$ cat config.mk
export PLATFORM = sky130hd
export DESIGN_NAME = lif_spike_encoder
export DESIGN_NICKNAME = d
export VERILOG_FILES = /design/src/rtl/lif_enc_pkg.sv /design/src/rtl/lif_enc_channel.sv /design/src/rtl/lif_spike_encoder.sv
export SDC_FILE = /design/constraint.sdc
export NUM_CORES = 1
export LEC_CHECK = 0
export CAP_MARGIN = 20
export CORE_ASPECT_RATIO = 1.4
export CORE_MARGIN = 2
export CORE_UTILIZATION = 60
export DETAILED_ROUTE_END_ITERATION = 10
export GPL_ROUTABILITY_DRIVEN = 1
export PLACE_DENSITY_LB_ADDON = 0.05
export SYNTH_ARGS = -nofsm -noshare
export SYNTH_HDL_FRONTEND = slang
export SYNTH_SLANG_ARGS = --single-unit
$ cat constraint.sdc
create_clock -name clk -period 4.05 [get_ports clk]
set_clock_uncertainty 0.1 [all_clocks]
set_input_delay 1.215 -clock clk [delete_from_list [all_inputs] [get_ports clk]]
set_output_delay 1.215 -clock clk [all_outputs]
set_load 0.05 [all_outputs]
$ cat src/rtl/lif_enc_pkg.sv
// Shared types and constants for the LIF rate encoder.
// LFSR constants only matter when LIF_ENC_LFSR_EN is defined.
package lif_enc_pkg;

  typedef enum logic [1:0] {
    IDLE,
    RUN,
    DONE
  } state_t;

  localparam int unsigned NUM_CH_DEF = 8;
  localparam int unsigned VAL_W_DEF  = 8;
  localparam int unsigned WIN_W_DEF  = 8;

  localparam logic [15:0] LFSR_SEED = 16'hACE1;
  // Right-shift Galois form of x^16+x^14+x^13+x^11+1
  localparam logic [15:0] LFSR_TAPS = 16'hB400;
  localparam logic [7:0]  CH_MASK   = 8'h1D;

  function automatic logic [15:0] lfsr_step(input logic [15:0] s);
    return {1'b0, s[15:1]} ^ (s[0] ? LFSR_TAPS : 16'h0000);
  endfunction

endpackage

$ cat src/rtl/lif_enc_channel.sv
// One encoder channel: intensity register, accumulate-and-carry (or LFSR
// threshold compare when LIF_ENC_LFSR_EN is defined) and the spike bit.
module lif_enc_channel
  import lif_enc_pkg::*;
#(
  parameter int VAL_W = VAL_W_DEF
) (
  input  logic             clk,
  input  logic             rst,
  input  logic             load,
  input  logic [VAL_W-1:0] data,
  input  logic             step,
`ifdef LIF_ENC_LFSR_EN
  input  logic [VAL_W-1:0] thresh,
`endif
  output logic             spike
);

  logic [VAL_W-1:0] val;

`ifdef LIF_ENC_LFSR_EN
  always_ff @(posedge clk) begin
    if (rst) begin
      val   <= '0;
      spike <= 1'b0;
    end else if (load) begin
      val   <= data;
      spike <= 1'b0;
    end else begin
      spike <= step && (val > thresh);
    end
  end
`else
  logic [VAL_W-1:0] acc;
  logic [VAL_W:0]   sum;

  always_comb begin
    sum = {1'b0, acc} + {1'b0, val};
  end

  always_ff @(posedge clk) begin
    if (rst) begin
      val   <= '0;
      acc   <= '0;
      spike <= 1'b0;
    end else if (load) begin
      val   <= data;
      acc   <= '0;
      spike <= 1'b0;
    end else if (step) begin
      acc   <= sum[VAL_W-1:0];
      spike <= sum[VAL_W];
    end else begin
      spike <= 1'b0;
    end
  end
`endif

endmodule

$ cat src/rtl/lif_spike_encoder.sv
// Rate encoder: per-channel intensities -> spike trains over window_len steps.
// Define LIF_ENC_LFSR_EN for stochastic LFSR encoding instead of accumulate-and-carry.
module lif_spike_encoder
  import lif_enc_pkg::*;
#(
  parameter int NUM_CH = NUM_CH_DEF,
  parameter int VAL_W  = VAL_W_DEF,
  parameter int WIN_W  = WIN_W_DEF
) (
  input  logic                    clk,
  input  logic                    rst,
  input  logic                    in_valid,
  output logic                    in_ready,
  input  logic [NUM_CH*VAL_W-1:0] in_data,
  input  logic [WIN_W-1:0]        window_len,
  input  logic                    step_en,
  output logic [NUM_CH-1:0]       spikes,
  output logic                    spike_valid,
  output logic                    busy,
  output logic                    done
);

  state_t           state, state_next;
  logic [WIN_W-1:0] cnt, cnt_next, limit;
  logic             load, step, last_step;

  assign load      = (state == IDLE) && in_valid;
  assign step      = (state == RUN) && step_en;
  assign cnt_next  = cnt + WIN_W'(1);
  // Compare against the incremented count so limit 2^WIN_W-1 never wraps
  assign last_step = (cnt_next == limit);

  always_ff @(posedge clk) begin
    if (rst) state <= IDLE;
    else     state <= state_next;
  end

  always_comb begin
    state_next = state;
    case (state)
      IDLE: if (in_valid) state_next = (window_len == '0) ? DONE : RUN;
      RUN:  if (step_en && last_step) state_next = DONE;
      DONE: state_next = IDLE;
      default: state_next = IDLE;
    endcase
  end

  always_comb begin
    in_ready = (state == IDLE);
    busy     = (state == RUN);
    done     = (state == DONE);
  end

  always_ff @(posedge clk) begin
    if (rst) begin
      cnt         <= '0;
      limit       <= '0;
      spike_valid <= 1'b0;
    end else begin
      spike_valid <= step;
      if (load) begin
        cnt   <= '0;
        limit <= window_len;
      end else if (step) begin
        cnt <= cnt_next;
      end
    end
  end

`ifdef LIF_ENC_LFSR_EN
  logic [15:0] lfsr;

  always_ff @(posedge clk) begin
    if (rst || load) lfsr <= LFSR_SEED;
    else if (step)   lfsr <= lfsr_step(lfsr);
  end
`endif

  for (genvar i = 0; i < NUM_CH; i++) begin : g_ch
`ifdef LIF_ENC_LFSR_EN
    localparam logic [31:0]      MASK_FULL = i * CH_MASK;
    localparam logic [VAL_W-1:0] MASK      = MASK_FULL[VAL_W-1:0];
    logic [VAL_W-1:0] thresh;
    assign thresh = lfsr[VAL_W-1:0] ^ MASK;
`endif
    lif_enc_channel #(
      .VAL_W(VAL_W)
    ) u_ch (
      .clk   (clk),
      .rst   (rst),
      .load  (load),
      .data  (in_data[i*VAL_W +: VAL_W]),
      .step  (step),
`ifdef LIF_ENC_LFSR_EN
      .thresh(thresh),
`endif
      .spike (spikes[i])
    );
  end

endmodule
Yosys cells after proc, flatten, opt, wreduce, memory -nomap -nowiden
Cells that the tools add are included.
Widths: inputs -> output; s select.
{"block": "classes", "add_sub_neg": 9, "n_eq_ne": 5, "mux": 4, "n_bitwise": 1, "n_reduce_logical": 8}
{"operator": "$add 8x8->9", "count": 8}
{"operator": "$add 8x1->8 const B", "count": 1}
{"operator": "$eq 8x8->1", "count": 1}
{"operator": "$logic_not 8->1", "count": 1}
{"operator": "$mux 2", "count": 3}
{"operator": "$pmux 2 s2", "count": 1}
{"operator": "$logic_and 1x1->1", "count": 3}
{"operator": "$reduce_or 3->1", "count": 1}
{"operator": "$eq 2x1->1 const B", "count": 1}
{"operator": "$eq 2x2->1 const B", "count": 1}
{"operator": "$logic_not 2->1", "count": 1}
{"operator": "$ne 2x1->1 const B", "count": 1}
{"operator": "$ne 2x2->1 const B", "count": 1}
{"operator": "$reduce_and 2->1", "count": 1}
{"operator": "$reduce_or 2->1", "count": 1}
{"operator": "$not 1->1", "count": 1}
{"block": "word_totals", "ff_bits": 155, "out_inout_bits": 12, "elab_cells": 55}

Longest topological paths before layout
{"block": "depth", "word_depth": 5, "depth_mapped": 9, "mapped_depth_nobuf": 9}

Hierarchy
From an unflattened synthesis, not the netlist that was laid out.
{"block": "unflattened", "hier_cells": 923, "hier_area_um2": 8593.2}
{"module": "lif_enc_channel", "n_inst": 8, "cells_per_inst": 101, "area_per_inst_um2": 957.2}
{"module": "lif_spike_encoder", "n_inst": 1, "cells_per_inst": 115, "area_per_inst_um2": 935.9}

Least setup slack after synthesis
OpenSTA, ideal clock, no wires.
{"block": "synth_path", "path_type": "input port to flip-flop", "from": "input port rst", "to": "register g_ch[2].u_ch.acc[0]", "arrival_time_ns": 2.268, "required_ns": 3.818, "setup_slack_ns": 1.550, "cell_stages": 6, "path_buffers": 3, "path_cell_list": "buf_2 clkinv_1 nand2_1 buf_2 clkbuf_1 a21oi_1"}
{"block": "synth_between", "elab_chain_len": 1}
{"item": "start, declared", "line": "lif_spike_encoder.sv:11", "rtl": "input logic rst,"}
{"item": "$reduce_or 2->1 (no source line)"}
{"item": "end signal, assigned", "line": "lif_enc_channel.sv:51", "rtl": "acc <= sum[VAL_W-1:0];"}
{"item": "end, declared", "line": "lif_enc_channel.sv:34", "rtl": "logic [VAL_W-1:0] acc;"}
Every way passes these cells.
A chain may end at the register's enable or synchronous reset.

Worst setup path in the final report
{"block": "layout_path", "from": "register state[1]", "to": "output port busy"}
{"block": "layout_between", "elab_chain_len": 1}
{"item": "start, declared", "line": "lif_spike_encoder.sv:23", "rtl": "state_t state, state_next;"}
{"item": "start signal, assigned", "line": "lif_spike_encoder.sv:35", "rtl": "else state <= state_next;"}
{"item": "$eq 2x1->1", "line": "lif_spike_encoder.sv:50", "rtl": "busy = (state == RUN);"}
{"item": "end, declared", "line": "lif_spike_encoder.sv:19", "rtl": "output logic busy,"}
Every way passes these cells.

==> impl_metrics.csv <==
group,metric,value,unit
worst_hold_path,holdPathStages,2,
setup_path,worstPathCellList,"and2b_1 > clkdlybuf4s50_1",
routing,drc_errors,0,
placement,dpl_cell_area,8920,sq um
power_and_ir_drop,ir_worst_vdd,0.000273,V
cts,clkTransAtPathRegs,0.06,ns
finish,drive_gt1_frac,0.0485,
synth,synth-xor-area-share,0.0495,
die,die_w,101,um
setup_path,cp.depth,2,
cts,ctsRootBufferMaster,"clkbuf_16",
timing,final-hold-violation-count,0,
finish,antenna_cells,0,
synth,synth_top_family_by_area,"simple AND/OR/NAND/NOR gates",
setup_path,critPathBufInv,1,
synth,ys_async_sr_fraction,0,
global_route,grt_overflow_total,0,
timing,worst_slew_pin_slew,0.898,ns
placement,portBuffers,87,
global_route,grt_max_degree,81,
synth,yosysSeqAreaShare,0.390,
cts,worstSkewPairLatency,0.43,ns
setup_path,end_kind,"primary output",
synth,syn_area_per_cell,8.10,sq um
finish,final_cells,1230,
synth,yosysWarnings,0,
synth,ys_dominant_reg_cell,"dfxtp_1",
finish,syn_to_final_growth,19.7,%
global_route,antenna_found_initial,0,
placement,finalWeightedCongestion,0.835,
routing,drt-total-wl,17900,um
placement,dp_hpwl,11500,um
timing,setup_violations,0,
setup_path,critical_path.top_delay_family,"buffers and inverters",
die,dieArea,14200,sq um
worst_hold_path,hp-class,"flop to flop",
power_and_ir_drop,powerDensity,388,nW/um^2
die,core,12900,sq um
timing,post-route-period-util,0.785,
routing,post_drt_via_cell_ratio,5.62,
die,die_h,140,um
setup_path,crit_path_max_fanout,5,
routing,drtIter0Drc,200,
placement,dp_slack,0.807,ns
timing,slew_viol_final,0,
timing,slew-limit-headroom,0.402,
finish,final_cell_mix,"227 x nand2_1, 155 x dfxtp_1, 146 x a21oi_1",
timing,tns,0,ns
synth,synthSimpleGateAreaFrac,0.221,
finish,nets,1191,
synth,netlist_instances,984,
synth,synth_edf_count,0,
setup_path,required,2.73,ns
synth,synth_seq_cells,155,
cts,cts_setup_buffers,0,
synth,synth_compound_area_frac,0.174,
cts,cts_buffers,17,
setup_path,cp.arrival,1.86,ns
routing,wire_per_inst,14.5,um
synth,synth-adder-area-share,0.122,
cts,cts_buffer_depth,2,
finish,final_common_cell,"nand2_1",
placement,dp.cells,1201,
setup_path,crit_path_max_incr_delay,0.83,ns
synth,ys_types,47,
routing,first_pass_iters,4,
job,max_cap_viol_count,0,
setup_path,crit_type,"flop to primary output",
cts,h-tree-depth,4,
timing,period_needed,3.18,ns
synth,synthMuxAreaShare,0,
cts,clock-sinks,155,
cts,cts_resized,0,
routing,antenna_left,0,
setup_path,r2r_cells,7,
routing,num_vias,6912,
setup_path,start_kind,"flop",
timing,setup_slack,0.870,ns
die,ios,88,
synth,synth_area,7970,sq um
power_and_ir_drop,p_leak,3.87,nW
cts,cts_hold_repair.buffers,0,
die,start_util,0.616,
run_status,outcome,"finished, final reports clean",
cts,cts_tree,"built",
timing,clock.fmax,314,MHz
global_route,grt_pass1_vias,6736,
die,row_count,49,
synth,syn_nets,1133,
global_route,grt_pass1_wl,30000,um
setup_path,critPathSlowestCell,"clkdlybuf4s50_1",
timing,grt_setup_unrepaired,"false",
global_route,track_usage,0.260,
finish,final_area,9540,sq um
==> flip-flops by register name, indices dropped and copies added (netlist names) <==
name,cells
cnt,8
g_ch.u_ch.acc,64
g_ch.u_ch.spike,8
g_ch.u_ch.val,64
limit,8
spike_valid,1
state,2
==> cell type report <==
type,count,area (sq um)
multi-input combinational,747,4520
fill,1034,3400
sequential,155,3100
timing repair buffer,99,993
clock buffer,21,470
tap,178,223
clock inverter,8,143
inverter,22,82.6
==> logic make-up after synthesis <==
family          after synthesis
simple gates                384
fa+ha+maj                    73
compound gates              245
xor+xnor                     45
buf+inv                      82
flops                       155
==> final timing paths <==
check,slack [ns],start,end
min,0.36,g_ch[3].u_ch.acc[3]$_SDFFE_PP0P_,g_ch[3].u_ch.acc[3]$_SDFFE_PP0P_
max,0.87,state[1]$_SDFFE_PP0P_,busy
min reg2reg,0.36,g_ch[3].u_ch.acc[3]$_SDFFE_PP0P_,g_ch[3].u_ch.acc[3]$_SDFFE_PP0P_
max reg2reg,1.85,g_ch[6].u_ch.acc[0]$_SDFFE_PP0P_,g_ch[6].u_ch.spike$_SDFF_PP0_
==> synthesized netlist by cell type, drive strengths merged, types with 2 or more instances <==
cell type  number  area [sq um]
and2b           2          15.0
or4             8          60.1
nand4           8          50.1
a31oi           9          56.3
a22oi           6          45.0
or3             5          32.5
a21o           16           120
o21ai          40           200
nand3b          7          52.6
nor2           33           124
inv            21          78.8
nor4           10          62.6
nand3          32           165
clkbuf         38           143
a211oi         15           113
nand2         230           863
a2111oi         3          32.5
nor3           16          80.1
xor2            8          70.1
a2111o          2          22.5
xnor2          37           324
ha             65           813
nor2b          11          68.8
fa              8           160
a21oi         146           731
dfxtp         155          3100
or4b            6          60.1
and4            8          70.1
o21a            2          15.0
and3            3          20.0
and2            3          18.8
buf            22           128
==> worst register-to-register path, delay by kind of cell (launching register included) <==
kind            cells  cell delay, ns
simple gates        1            0.08
compound gates      4            0.93
fa+ha+maj           2            0.65
flops               1            0.31
==> report_power, final <==
| group | total [mW] | switching [mW] | internal, mW |
|---|---|---|---|
| combinational | 0.415 | 0.234 | 0.181 |
| sequential | 1.62 | 0.0386 | 1.58 |
| clock | 1.67 | 0.602 | 1.07 |
| total | 3.70 | 0.874 | 2.83 |
==> stage by stage <==
stage	hold WS [ns]	util	total power, mW
CTS	0.359	0.737	3.72
finish	0.357	0.737	3.70
detailed placement	0.349	0.690	2.07
global route	0.373	0.737	3.84
global placement	0.345	0.690	2.06
floorplan	0.336	-	1.91
==> metal layers <==
layer  GRT usage  wire length [um]  share of wire  vias up
li1            -                 -              -     3538
met1       0.314              7890           0.44     3230
met2       0.451              9060           0.51      119
met3      0.0534               625          0.035       25
met4      0.0917               313          0.017        0
met5           0                 0              0        -
Power figures use the tool's default switching activity.
